File: src/rtl/pulse_generator_if.sv
// ============================================================================
// Module  : pulse_generator_if
// Brief   : Trigger/operand/waveform bundle between a strobe source and
//           pulse_generator.
// Revision: 1.0 - initial release
// ============================================================================
`default_nettype none

interface pulse_generator_if #(
    parameter int CNT_W = 8
);
    logic             trig_i;
    logic [CNT_W-1:0] width_i;
    logic [CNT_W-1:0] gap_i;
    logic [CNT_W-1:0] count_i;
    logic             pulse_o;
    logic             busy_o;
    logic             done_o;

    modport master (
        output trig_i, width_i, gap_i, count_i,
        input  pulse_o, busy_o, done_o
    );

    modport slave (
        input  trig_i, width_i, gap_i, count_i,
        output pulse_o, busy_o, done_o
    );
endinterface

`default_nettype wire

File: src/rtl/pulse_generator.sv
// ============================================================================
// Module  : pulse_generator
// Brief   : Expands a single-cycle strobe into a burst of count pulses, each
//           width cycles high followed by a gap-cycle low interval.
//           Optional macro PULSE_GEN_RETRIG_EN: a trigger while busy restarts
//           the burst instead of being dropped.
// Revision: 1.0 - initial release
// ============================================================================
`default_nettype none

module pulse_generator #(
    parameter int CNT_W    = 8,
    parameter bit IDLE_LVL = 1'b0
) (
    input  wire              clk_i,
    input  wire              rst_i,
    pulse_generator_if.slave bus
);

    typedef enum logic [1:0] {
        ST_IDLE = 2'd0,
        ST_HIGH = 2'd1,
        ST_LOW  = 2'd2
    } state_t;

    localparam logic [CNT_W-1:0] c_ONE = {{(CNT_W-1){1'b0}}, 1'b1};

    state_t           state_q, state_d;
    logic [CNT_W-1:0] wcnt_q, wcnt_d;
    logic [CNT_W-1:0] gcnt_q, gcnt_d;
    logic [CNT_W-1:0] pcnt_q, pcnt_d;
    logic [CNT_W-1:0] width_q, width_d;
    logic [CNT_W-1:0] gap_q, gap_d;
    logic             pulse_q, pulse_d;
    logic             busy_q, busy_d;
    logic             done_q, done_d;

    logic [CNT_W-1:0] w_width_clamped;
    logic [CNT_W-1:0] w_count_clamped;
    logic             w_retrig;
    logic             w_launch;

    assign w_width_clamped = (bus.width_i == '0) ? c_ONE : bus.width_i;
    assign w_count_clamped = (bus.count_i == '0) ? c_ONE : bus.count_i;

`ifdef PULSE_GEN_RETRIG_EN
    assign w_retrig = bus.trig_i && (state_q != ST_IDLE);
`else
    assign w_retrig = 1'b0;
`endif

    always_ff @(posedge clk_i or posedge rst_i) begin
        if (rst_i) begin
            state_q <= ST_IDLE;
            wcnt_q  <= '0;
            gcnt_q  <= '0;
            pcnt_q  <= '0;
            width_q <= '0;
            gap_q   <= '0;
            pulse_q <= IDLE_LVL;
            busy_q  <= 1'b0;
            done_q  <= 1'b0;
        end else begin
            state_q <= state_d;
            wcnt_q  <= wcnt_d;
            gcnt_q  <= gcnt_d;
            pcnt_q  <= pcnt_d;
            width_q <= width_d;
            gap_q   <= gap_d;
            pulse_q <= pulse_d;
            busy_q  <= busy_d;
            done_q  <= done_d;
        end
    end

    always_comb begin
        state_d  = state_q;
        wcnt_d   = wcnt_q;
        gcnt_d   = gcnt_q;
        pcnt_d   = pcnt_q;
        width_d  = width_q;
        gap_d    = gap_q;
        done_d   = 1'b0;
        w_launch = w_retrig;

        case (state_q)
            ST_IDLE: begin
                if (bus.trig_i) begin
                    w_launch = 1'b1;
                end
            end
            ST_HIGH: begin
                if (wcnt_q == c_ONE) begin
                    if (pcnt_q == c_ONE) begin
                        // Burst ends here; a trigger on this same edge chains
                        // straight into a new burst without an idle cycle.
                        state_d = ST_IDLE;
                        done_d  = 1'b1;
                        if (bus.trig_i) begin
                            w_launch = 1'b1;
                        end
                    end else if (gap_q != '0) begin
                        state_d = ST_LOW;
                        gcnt_d  = gap_q;
                    end else begin
                        wcnt_d = width_q;
                        pcnt_d = pcnt_q - c_ONE;
                    end
                end else begin
                    wcnt_d = wcnt_q - c_ONE;
                end
            end
            ST_LOW: begin
                if (gcnt_q == c_ONE) begin
                    state_d = ST_HIGH;
                    wcnt_d  = width_q;
                    pcnt_d  = pcnt_q - c_ONE;
                end else begin
                    gcnt_d = gcnt_q - c_ONE;
                end
            end
            default: begin
                state_d = ST_IDLE;
            end
        endcase

        if (w_launch) begin
            state_d = ST_HIGH;
            width_d = w_width_clamped;
            gap_d   = bus.gap_i;
            wcnt_d  = w_width_clamped;
            pcnt_d  = w_count_clamped;
            gcnt_d  = '0;
        end

        // Outputs are registered from the next state so launch latency is zero.
        pulse_d = (state_d == ST_HIGH) ? ~IDLE_LVL : IDLE_LVL;
        busy_d  = (state_d != ST_IDLE);
    end

    assign bus.pulse_o = pulse_q;
    assign bus.busy_o  = busy_q;
    assign bus.done_o  = done_q;

endmodule

`default_nettype wire

File: src/flat_wrapper.sv
// flat-port wrapper written by rule: the top's interface ports become plain ports
module pulse_generator_flat 
#(
    parameter int CNT_W    = 8,
    parameter bit IDLE_LVL = 1'b0
)
  (clk_i, rst_i, bus_trig_i, bus_width_i, bus_gap_i, bus_count_i, bus_pulse_o, bus_busy_o, bus_done_o);
  pulse_generator_if #(.CNT_W(CNT_W)) bus_i ();
  input  wire clk_i;
  input  wire rst_i;
  input wire logic [$bits(bus_i.trig_i)-1:0] bus_trig_i;
  input wire logic [$bits(bus_i.width_i)-1:0] bus_width_i;
  input wire logic [$bits(bus_i.gap_i)-1:0] bus_gap_i;
  input wire logic [$bits(bus_i.count_i)-1:0] bus_count_i;
  output wire logic [$bits(bus_i.pulse_o)-1:0] bus_pulse_o;
  output wire logic [$bits(bus_i.busy_o)-1:0] bus_busy_o;
  output wire logic [$bits(bus_i.done_o)-1:0] bus_done_o;
  assign bus_i.trig_i = bus_trig_i;
  assign bus_i.width_i = bus_width_i;
  assign bus_i.gap_i = bus_gap_i;
  assign bus_i.count_i = bus_count_i;
  assign bus_pulse_o = bus_i.pulse_o;
  assign bus_busy_o = bus_i.busy_o;
  assign bus_done_o = bus_i.done_o;
  pulse_generator #(.CNT_W(CNT_W), .IDLE_LVL(IDLE_LVL)) u_core (.clk_i(clk_i), .rst_i(rst_i), .bus(bus_i));
endmodule
File: config.mk
export PLATFORM = sky130hd
export DESIGN_NAME = pulse_generator_flat
export DESIGN_NICKNAME = d
export VERILOG_FILES = /design/src/rtl/pulse_generator_if.sv /design/src/rtl/pulse_generator.sv /design/src/flat_wrapper.sv
export SDC_FILE = /design/constraint.sdc
export NUM_CORES = 1
export LEC_CHECK = 0
export CELL_PAD_IN_SITES_DETAIL_PLACEMENT = 0
export CELL_PAD_IN_SITES_GLOBAL_PLACEMENT = 1
export CORE_AREA = 8 8 93 95
export DETAILED_ROUTE_END_ITERATION = 10
export DIE_AREA = 0 0 101 103
export GPL_TIMING_DRIVEN = 0
export PLACE_DENSITY_LB_ADDON = 0.15
export SLEW_MARGIN = 40
export SYNTH_ARGS = -nofsm -noshare
export SYNTH_HDL_FRONTEND = slang
export SYNTH_SLANG_ARGS = --single-unit
File: constraint.sdc
create_clock -name clk_i -period 2.15 [get_ports clk_i]
set_input_delay 0.5375 -clock clk_i [delete_from_list [all_inputs] [get_ports clk_i]]
set_output_delay 0.5375 -clock clk_i [all_outputs]
set_load 0.005 [all_outputs]
==> run_results.csv, run 1 <==
group,metric,value,unit
timing,setup_slack,-0.1245,ns
synth,ys_ff_latch,45,
routing,ant_nets,0,
die,start_util,0.3696,
power_and_ir_drop,power.total,0.001475,W
timing,holdWs,0.4921,ns
power_and_ir_drop,p_int,0.001149,W
routing,drc,0,
critical_path,required,2.38,ns
timing,timing.fmax,439.7,MHz
cts,cts_hold_buf,0,
job,drv_cap,0,
synth,synth.distinct_cells,51,
cts,cts_tree,"yes",
synth,syn-instance-count,308,
power_and_ir_drop,p_clk_frac,0.369,
cts,path_clk_slew,0.08,ns
routing,avgRoutedWirePerCell,17.14,um
power_and_ir_drop,power_density,373.6,mW/mm2
timing,max_slew.worst_pin.slew,0.6034,ns
power_and_ir_drop,p_sw_frac,0.2209,
finish,fin_nets,411,
outcome,status,"complete, but fails checks",
cts,clock_latency,0.30,ns
power_and_ir_drop,vdd_drop_max,0.0002470,V
timing,min_period,2.274,ns
placed_design,hpwl,5.325,mm
die,io_pins,30,
global_routing,grt_use_total,0.1543,
timing,finalHoldViolations,0,
outcome,violations,"setup timing",
die,core_area,0.007137,mm2
synth,avgSynthCellArea,8.563,um2
critical_path,start_kind,"flop",
finish,n_antenna_cell,0,
worst_hold_path,hp-start,"u_core.width_q[5]$_DFFE_PP0P_",
routing,first_pass_iters,4,
global_routing,overflow,0,
routing,wirelength,8.106,mm
critical_path,crit_type,"reg2reg",
placed_design,portBuffers,29,
synth,synthesis.nets,345,
die,core.rowCount,31,
synth,synth-main-ff-cell,"dfrtp_1",
power_and_ir_drop,seqPwrFrac,0.573,
critical_path,worst-path-max-fanout,5,
die,die_y,103,um
finish,nFillCells,656,
finish,layout-drive-gt1-share,0.3209,
worst_hold_path,hold_depth,2,
global_routing,grt_max_degree,30,
power_and_ir_drop,p_leak,1.635,nW
critical_path,cp_slowest_cell,"or4_4",
critical_path,r2r_cells,8,
routing,first_iter_violations,116,
routing,viasPerCell,5.315,
critical_path,critPathArrivalTime,2.50,ns
die,die_area,0.01040,mm2
worst_hold_path,hp-class,"reg2reg",
timing,rsz0062_at_grt,"true",
cts,cts_root_buf,"clkbuf_8",
timing,setup_violations,40,
timing,relSlewSlack,0.5977,
synth,yosysSeqAreaShare,0.4269,
routing,via_count,2514,
critical_path,reg2reg_setup_slack,-0.12,ns
timing,slew_viol_final,0,
critical_path,rr_startpoint,"u_core.pcnt_q[5]$_DFFE_PP0P_",
cts,cts_sinks,45,
cts,cts.htree.levels,2,
critical_path,cp_cell_sequence,"or4_4 > nor4_4 > a21o_1 > and2_4 > buf_8 > clkbuf_16 > nand2_1 > o21ai_1",
global_routing,grt_pass1_vias,2397,
critical_path,cp_slowest_stage_delay,0.61,ns
power_and_ir_drop,switchingPower,0.0003258,W
synth,synth_edf_count,0,
cts,numCtsBuffers,5,
die,die_x,101,um
critical_path,r2r_end,"u_core.pcnt_q[2]$_DFFE_PP0P_",
timing,clock_skew,0.004423,ns
cts,clk_path_buf_depth,2,
placed_design,gp_congestion,0.8498,
synth,synthArstFlopShare,1.000,
global_routing,antenna_found_initial,0,
finish,syn_to_final_growth,49.67,%
critical_path,end_kind,"flop",
synth,yosys_warnings,0,
global_routing,grt_pass1_wl,12.58,mm
power_and_ir_drop,pwr-share-comb,0.057,
worst_hold_path,hold_end,"u_core.width_q[5]$_DFFE_PP0P_",
timing,fin_crit_sh,1.058,
synth,synth_area,0.002638,mm2
==> how the worst max path moves through the flow <==
stage | start | to | slack [ns] | depth (start not counted)
3_5_place_dp | u_core.state_q[0]$_DFF_PP0_ | u_core.wcnt_q[7]$_DFFE_PP0P_ | -0.52 | 9
6_report | u_core.pcnt_q[5]$_DFFE_PP0P_ | u_core.pcnt_q[2]$_DFFE_PP0P_ | -0.12 | 8
2_1_floorplan | u_core.pcnt_q[1]$_DFFE_PP0P_ | u_core.pcnt_q[1]$_DFFE_PP0P_ | 0.007 | 10
3_3_place_gp | u_core.state_q[0]$_DFF_PP0_ | u_core.wcnt_q[7]$_DFFE_PP0P_ | -0.50 | 9
5_1_grt | u_core.wcnt_q[1]$_DFFE_PP0P_ | u_core.pcnt_q[2]$_DFFE_PP0P_ | -0.18 | 10
4_1_cts | u_core.wcnt_q[1]$_DFFE_PP0P_ | u_core.pcnt_q[1]$_DFFE_PP0P_ | -0.04 | 9
==> state kept, by name, summed over array words and instances (netlist names) <==
name                count
u_core.bus.pulse_o      1
u_core.wcnt_q           8
u_core.bus.busy_o       1
u_core.width_q          8
u_core.bus.done_o       1
u_core.state_q          2
u_core.gap_q            8
u_core.gcnt_q           8
u_core.pcnt_q           8
==> power by group through the flow <==
stage / registers [W] / logic, W / clock network (W)
floorplan: 0.000862 / 0.0000146 / 0
global placement: 0.000862 / 0.0000731 / 0
detailed placement: 0.000862 / 0.0000790 / 0
CTS: 0.000845 / 0.0000797 / 0.000557
global route: 0.000846 / 0.0000923 / 0.000596
finish: 0.000845 / 0.0000846 / 0.000545
==> layout by cell type (no fill, tap or decap), types with 3 or more instances in the layout <==
master / n
o21ai_0: 12
dfrtp_1: 42
a21oi_2: 3
nor2_1: 26
clkbuf_16: 6
nand2_2: 16
nor4_1: 4
nor3_1: 10
or4_4: 3
clkbuf_1: 3
nand2_1: 30
a21oi_1: 19
a31oi_1: 4
o211ai_1: 5
mux2i_1: 3
inv_1: 13
nand3_1: 4
buf_12: 3
ha_1: 7
o31ai_1: 3
nand4_1: 3
nor2_4: 4
buf_8: 7
nand2_4: 7
buf_6: 6
o21ai_2: 6
xnor2_1: 9
o21ai_1: 8
dfrtp_2: 3
clkdlybuf4s50_1: 29
clkbuf_8: 6
buf_4: 18
==> worst max-delay path: cells and delay by family (launching register included) <==
kind                   cells  cell delay, ns
AOI/OAI and AO/OA          2            0.27
buffers and inverters      2            0.30
DFF                        1            0.42
and+or+nand+nor            4            1.21
==> final cells by class <==
class | count | area (um2) | area share
tap | 99 | 123.9 | 0.03138
buffer | 12 | 137.6 | 0.03487
inverter | 17 | 67.56 | 0.01712
multi-input combinational | 233 | 1719 | 0.4355
sequential | 45 | 1130 | 0.2862
timing repair buffer | 60 | 683.2 | 0.1731
clock buffer | 7 | 86.33 | 0.02187
==> routing by layer <==
layer | vias up | routed length [um] | track usage
li1 | 1233 | - | -
met1 | 1211 | 3777 | 0.2091
met2 | 65 | 3866 | 0.2389
met3 | 5 | 391 | 0.03309
met4 | 0 | 70 | 0.04926
met5 | - | 0 | 0
==> kinds of logic after synthesis <==
| family | count (synthesis) | synth area share |
|---|---|---|
| AO/OA/AOI/OAI | 82 | 0.1926 |
| XOR/XNOR | 11 | 0.03653 |
| flip-flops | 45 | 0.4269 |
| multiplexers | 3 | 0.01139 |
| AND/OR/NAND/NOR | 127 | 0.2343 |
| buffers and inverters | 30 | 0.05076 |
| adder cells (fa/ha/maj) | 10 | 0.04744 |
==> through the flow <==
step | utilization | setup WS, ns | setup TNS, ns | std cells | area [um2]
6_report | 0.5531 | -0.1245 | -3.289 | 473 | 3948
2_1_floorplan | - | 0.007363 | 0 | 308 | 2638
3_5_place_dp | 0.4308 | -0.5213 | -12.42 | 437 | 3074
5_1_grt | 0.5531 | -0.1779 | -5.518 | 473 | 3948
4_1_cts | 0.4762 | -0.03758 | -0.1629 | 454 | 3398
3_3_place_gp | 0.4276 | -0.5010 | -32.31 | 436 | 3052
==> cells in the mapped netlist (2+ instances only) <==
master,number,area (um2)
mux2i_1,3,30.03
nor4_4,2,42.54
o31ai_1,4,30.03
inv_1,16,60.06
o41ai_1,2,17.52
buf_2,5,25.02
nand4_1,3,18.77
nand3_1,5,25.02
a2111oi_0,2,17.52
o211ai_1,5,37.54
o21a_1,2,15.01
a211oi_1,2,15.01
nand2_1,54,202.7
nor3_1,11,55.05
or4_1,4,30.03
clkbuf_1,5,18.77
o21ai_0,20,100.1
nor4_1,6,37.54
dfrtp_1,45,1126
buf_4,2,15.01
and3_1,2,12.51
xor2_1,2,17.52
nor3b_1,2,15.01
o21ai_1,6,30.03
nor2_1,29,108.9
a21oi_1,24,120.1
ha_1,10,125.1
a31oi_1,4,25.02
xnor2_1,9,78.83
==> repair_timing <==
| item | in CTS | in global routing |
|---|---|---|
| gates cloned | 0 | 6 |
| hold endpoints to repair | 0 | 0 |
| buffers inserted | 11 | 13 |
| resized for setup | 42 | 87 |
| endpoints found under the setup margin | 44 | 44 |
| pin swaps | 7 | 26 |
No activity file was read; power rests on OpenSTA's default activity.
==> run 2, diff against run 1 <==
--- a/config.mk
+++ b/config.mk
@@ -10,7 +10,6 @@
 export CORE_AREA = 8 8 93 95
 export DETAILED_ROUTE_END_ITERATION = 10
 export DIE_AREA = 0 0 101 103
-export GPL_TIMING_DRIVEN = 0
 export PLACE_DENSITY_LB_ADDON = 0.15
 export SLEW_MARGIN = 40
 export SYNTH_ARGS = -nofsm -noshare
==> run 2 against run 1 <==
Against the previous run: the flow now finishes without violations; sequential power is essentially flat; fmax grew 6.4%; final cell count grew 4.4%; sequential cell count is the same; worst hold slack gained 0.011 ns; highest routed layer unchanged; clock-buffer cell count shrank 2; register-to-register slack gained 0.14 ns; clock power shrank 3%; non-clock buffer count grew 20; critical path depth is the same; core utilization shrank 2.3 points; largest cell class unchanged.
==> run_results.csv, run 2 (synthesis gave the netlist of run 1 again) <==
group,metric,value,unit
cts,path_clk_slew,0.09,ns
routing,via_count,2505,
finish,final_cell_mix,"51 x nand2_1, 49 x buf_4, 45 x dfrtp_1",
critical_path,critPathArrivalTime,2.33,ns
die,die_y,103,um
timing,min_period,2.137,ns
timing,finalHoldViolations,0,
cts,clock_latency,0.30,ns
critical_path,start_kind,"flop",
timing,rsz0062_at_grt,"true",
global_routing,grt_pass1_wl,12.03,mm
cts,clk_path_buf_depth,2,
finish,layout_commonest_cell,"nand2_1",
routing,avgRoutedWirePerCell,14.82,um
global_routing,overflow,0,
critical_path,worst-path-max-fanout,8,
power_and_ir_drop,power_density,383.0,mW/mm2
die,io_pins,30,
placed_design,gp_congestion,0.8888,
timing,clock_skew,0.005357,ns
placed_design,placed_area,0.003415,mm2
timing,max_slew.worst_pin.slew,0.4760,ns
die,die_x,101,um
routing,ant_nets,0,
finish,syn_to_final_growth,43.31,%
timing,relSlewSlack,0.6815,
cts,cts_root_buf,"clkbuf_8",
finish,nFillCells,681,
global_routing,grt_pass1_vias,2407,
finish,layout-drive-gt1-share,0.2658,
job,drv_cap,0,
critical_path,crit_type,"reg2reg",
die,die_area,0.01040,mm2
routing,wirelength,7.319,mm
cts,cts_sinks,45,
power_and_ir_drop,p_leak,1.595,nW
placed_design,hpwl,5.460,mm
global_routing,grt_use_total,0.1473,
cts,cts_tree,"yes",
timing,timing.fmax,467.9,MHz
global_routing,antenna_found_initial,0,
finish,fin_nets,431,
placed_design,portBuffers,29,
power_and_ir_drop,power.total,0.001448,W
worst_hold_path,hp-class,"reg2reg",
timing,fin_crit_sh,0.9940,
power_and_ir_drop,vdd_drop_max,0.0001909,V
die,core_area,0.007137,mm2
finish,n_antenna_cell,0,
critical_path,end_kind,"flop",
routing,first_pass_iters,4,
critical_path,required,2.34,ns
die,core.rowCount,31,
timing,slew_viol_final,0,
cts,cts.htree.levels,2,
critical_path,reg2reg_setup_slack,0.01,ns
finish,stdcell_area,0.003780,mm2
outcome,status,"complete, no violations",
global_routing,grt_max_degree,28,
routing,drc,0,
routing,first_iter_violations,112,
die,start_util,0.3696,
cts,numCtsBuffers,5,
timing,setup_violations,0,
routing,viasPerCell,5.071,
[run 2: path summary, 6_finish.rpt]
kind	endpoint	startpoint	cells past startpoint
max reg2reg	u_core.pcnt_q[4]$_DFFE_PP0P_	u_core.pcnt_q[2]$_DFFE_PP0P_	8
max in group asynchronous	u_core.wcnt_q[7]$_DFFE_PP0P_	rst_i	3
min reg2reg	u_core.width_q[6]$_DFFE_PP0P_	u_core.width_q[6]$_DFFE_PP0P_	2
min in group asynchronous	u_core.gcnt_q[5]$_DFFE_PP0P_	rst_i	2
min	u_core.width_q[6]$_DFFE_PP0P_	u_core.width_q[6]$_DFFE_PP0P_	2
max	u_core.pcnt_q[4]$_DFFE_PP0P_	u_core.pcnt_q[2]$_DFFE_PP0P_	8
[run 2: cell type report]
class / instances / area (um2) / share of cell area
Clock buffer: 5 / 68.82 / 0.01821
Sequential cell: 45 / 1126 / 0.2979
Tap cell: 99 / 123.9 / 0.03277
Inverter: 17 / 63.81 / 0.01688
Timing Repair Buffer: 92 / 873.3 / 0.2310
Multi-Input combinational cell: 233 / 1506 / 0.3985
Clock inverter: 3 / 17.52 / 0.004634
[run 2: power by group]
part	leakage, nW	switching, W	total [W]	internal, W
registers	0.494	0	0.000845	0.000845
clock network	0.0439	0.000301	0.000526	0.000225
logic	1.06	0.0000301	0.0000767	0.0000467
total	1.59	0.000331	0.00145	0.00112
[run 2: critical path, stage by stage (launching register included)]
cell	delay, ns
dfrtp_1	0.39
or4_4	0.59
or2_4	0.30
a41oi_4	0.23
buf_12	0.15
buf_6	0.09
nor4_4	0.04
xnor2_1	0.16
o21ai_1	0.08
[run 2: repair_timing]
item / 4_1_cts / 5_1_grt
pin swaps: 0 / 13
gates resized for setup: 5 / 35
hold buffers: 0 / 0
endpoints found under the setup margin: 42 / 41
gates cloned: 0 / 1
buffers inserted: 0 / 11
[run 2: through the flow]
| stage | util | std cells | TNS [ns] | setup WS [ns] | hold slack, ns |
|---|---|---|---|---|---|
| floorplan | - | 308 | 0 | 0.007363 | 0.4394 |
| global placement | 0.4784 | 474 | -0.2706 | -0.05527 | 0.4704 |
| detailed placement | 0.4784 | 474 | -1.953 | -0.1307 | 0.4720 |
| CTS | 0.4933 | 482 | -0.02232 | -0.008753 | 0.4939 |
| global route | 0.5296 | 494 | -0.6360 | -0.04616 | 0.5144 |
| finish | 0.5296 | 494 | 0 | 0.01295 | 0.5027 |
[run 2: layer usage]
layer | wire (um) | track usage | up-vias
li1 | - | - | 1260
met1 | 3578 | 0.2079 | 1181
met2 | 3321 | 0.2226 | 58
met3 | 336 | 0.02701 | 6
met4 | 81 | 0.04353 | 0
met5 | 0 | 0 | -
==> run 3, diff against run 2 <==
--- a/config.mk
+++ b/config.mk
@@ -10,7 +10,7 @@
 export CORE_AREA = 8 8 93 95
 export DETAILED_ROUTE_END_ITERATION = 10
 export DIE_AREA = 0 0 101 103
-export PLACE_DENSITY_LB_ADDON = 0.15
+export PLACE_DENSITY_LB_ADDON = 0.12
 export SLEW_MARGIN = 40
 export SYNTH_ARGS = -nofsm -noshare
 export SYNTH_HDL_FRONTEND = slang
==> run 3 against run 2 <==
Against the previous run: the run now ends with setup timing left; fmax fell by 0.82%; power fell by 0.22%; core utilization rose by 0.25 points; die area did not move; setup slack got worse by 0.018 ns; worst hold slack got worse by 0.0087 ns; combinational power rose by 3.7%; clock power fell by 1%.
==> run_results.csv, run 3 (synthesis gave the netlist of run 1 again) <==
group,metric,value,unit
routing,viasPerCell,5.153,
critical_path,rr_startpoint,"u_core.gap_q[1]$_DFFE_PP0P_",
outcome,violations,"setup timing",
die,start_util,0.3696,
global_routing,antenna_found_initial,0,
die,die_x,101,um
timing,clock_skew,0.004205,ns
routing,wirelength,7.502,mm
placed_design,gp_congestion,0.8449,
critical_path,worst-path-max-fanout,7,
timing,rsz0062_at_grt,"true",
critical_path,r2r_cells,7,
die,io_pins,30,
routing,first_pass_iters,4,
critical_path,path_depth,7,
cts,cts.htree.levels,2,
cts,cts_sinks,45,
cts,path_clk_slew,0.08,ns
worst_hold_path,hp-start,"u_core.width_q[3]$_DFFE_PP0P_",
placed_design,portBuffers,29,
timing,setup_violations,1,
timing,slew_viol_final,0,
global_routing,overflow,0,
routing,via_count,2520,
routing,wl_met3,311,um
power_and_ir_drop,vdd_drop_max,0.0001872,V
finish,final_cells,489,
die,die_area,0.01040,mm2
routing,wl_met2,3.436,mm
critical_path,cp_slowest_stage_delay,0.59,ns
cts,clock_latency,0.30,ns
timing,relSlewSlack,0.6980,
cts,cts_root_buf,"clkbuf_8",
cts,numCtsBuffers,5,
timing,tns,-0.004744,ns
die,die_y,103,um
global_routing,grt_pass1_wl,12.75,mm
critical_path,critPathArrivalTime,2.35,ns
timing,setup_slack,-0.004744,ns
critical_path,cp_slowest_cell,"or4_1",
routing,highest_layer,"met4",
routing,first_iter_violations,128,
critical_path,path_delay_family,"simple AND/OR/NAND/NOR gates",
global_routing,grt_pass1_vias,2535,
finish,layout-drive-gt1-share,0.3128,
timing,timing.fmax,464.1,MHz
finish,n_antenna_cell,0,
cts,clk_path_buf_depth,2,
critical_path,required,2.35,ns
routing,drc,0,
routing,avgRoutedWirePerCell,15.34,um
finish,fin_nets,426,
finish,syn_to_final_growth,43.98,%
critical_path,worst-path-buf-inv,1,
power_and_ir_drop,p_leak,1.598,nW
timing,finalHoldViolations,0,
placed_design,hpwl,5.507,mm
finish,layout_commonest_cell,"buf_4",
critical_path,crit_type,"reg2reg",
timing,fin_crit_sh,1.002,
timing,max_slew.worst_pin.slew,0.4523,ns
routing,ant_nets,0,
finish,nFillCells,701,
critical_path,cp_cell_sequence,"or4_1 > nor2_4 > a41oi_4 > buf_12 > nor4b_2 > xnor2_1 > o21ai_2",
global_routing,grt_max_degree,27,
power_and_ir_drop,power_density,380.4,mW/mm2
finish,final_cell_mix,"46 x buf_4, 45 x dfrtp_1, 44 x nand2_1",
timing,min_period,2.155,ns
worst_hold_path,hold_depth,2,
global_routing,grt_use_total,0.1552,
routing,wirelength_met1,3.670,mm
die,core_area,0.007137,mm2
job,drv_cap,0,
worst_hold_path,hold_end,"u_core.width_q[3]$_DFFE_PP0P_",
critical_path,end_kind,"flop",
worst_hold_path,hp-class,"reg2reg",
critical_path,reg2reg_setup_slack,-0.005,ns
placed_design,place_inst,472,
cts,cts_hold_buf,0,
outcome,status,"complete, but fails checks",
die,core.rowCount,31,
critical_path,r2r_end,"u_core.pcnt_q[7]$_DFFE_PP0P_",
critical_path,start_kind,"flop",
cts,cts_tree,"yes",
## run 3: changes by cell type in the layout (fill, tap and decap cells not counted), moves of 3 or more
cell / delta
o21ai_0: -8
nand2_1: -7
o21ai_2: +7
nand2_2: +5
buf_4: -3
## run 3: timing repair
item	4_1_cts	5_1_grt
buffers inserted	2	6
gates resized for setup	11	67
gates cloned	1	0
pin swaps	4	19
endpoints found under the setup margin	40	43
## run 3: stage by stage
| stage | hold slack, ns | total power (W) | worst slack (ns) | cell area (um2) | util |
|---|---|---|---|---|---|
| 2_1_floorplan | 0.4394 | 0.0008770 | 0.007363 | 2638 | - |
| 3_3_place_gp | 0.4702 | 0.0009411 | -0.04718 | 3374 | 0.4728 |
| 3_5_place_dp | 0.4722 | 0.0009416 | -0.08034 | 3374 | 0.4728 |
| 4_1_cts | 0.4937 | 0.001463 | 0.002907 | 3512 | 0.4921 |
| 5_1_grt | 0.5124 | 0.001504 | -0.07926 | 3797 | 0.5321 |
| 6_report | 0.4941 | 0.001444 | -0.004744 | 3797 | 0.5321 |
## run 3: worst min-delay path: stages, from the launching register on
cell     delay (ns)
dfrtp_1        0.35
nand2_1        0.05
nand2_1        0.06
## run 3: power by group
part | switching (W) | total, W | internal (W)
sequential | 0 | 0.000845 | 0.000845
clock | 0.000294 | 0.000520 | 0.000226
combinational | 0.0000325 | 0.0000795 | 0.0000471
total | 0.000326 | 0.00144 | 0.00112
## run 3: area by class of cell
cell class	count	area (um2)	share of cell area
clock buffer	6	72.57	0.01911
clock inverter	2	10.01	0.002636
inverter	17	63.81	0.01680
multi-input combinational	233	1588	0.4181
sequential	45	1126	0.2965
tap	99	123.9	0.03262
timing repair buffer	87	813.3	0.2142
## run 3: worst max path at each step
stage / start / end / slack [ns]
after floorplan: u_core.pcnt_q[1]$_DFFE_PP0P_ / u_core.pcnt_q[1]$_DFFE_PP0P_ / 0.007
after global placement: u_core.pcnt_q[1]$_DFFE_PP0P_ / u_core.bus.busy_o$_DFF_PP0_ / -0.05
after detailed placement: u_core.pcnt_q[1]$_DFFE_PP0P_ / u_core.bus.pulse_o$_DFF_PP0_ / -0.08
after CTS: u_core.wcnt_q[1]$_DFFE_PP0P_ / u_core.bus.pulse_o$_DFF_PP0_ / 0.003
after global routing: u_core.gap_q[1]$_DFFE_PP0P_ / u_core.pcnt_q[7]$_DFFE_PP0P_ / -0.08
final: u_core.gap_q[1]$_DFFE_PP0P_ / u_core.pcnt_q[7]$_DFFE_PP0P_ / -0.005
## run 3: layer usage
layer  global-route usage  vias to the layer above
met3              0.02903                        8
met4              0.04926                        0
met1               0.2151                     1197
met2               0.2374                       59
met5                    0                        -
li1                     -                     1256
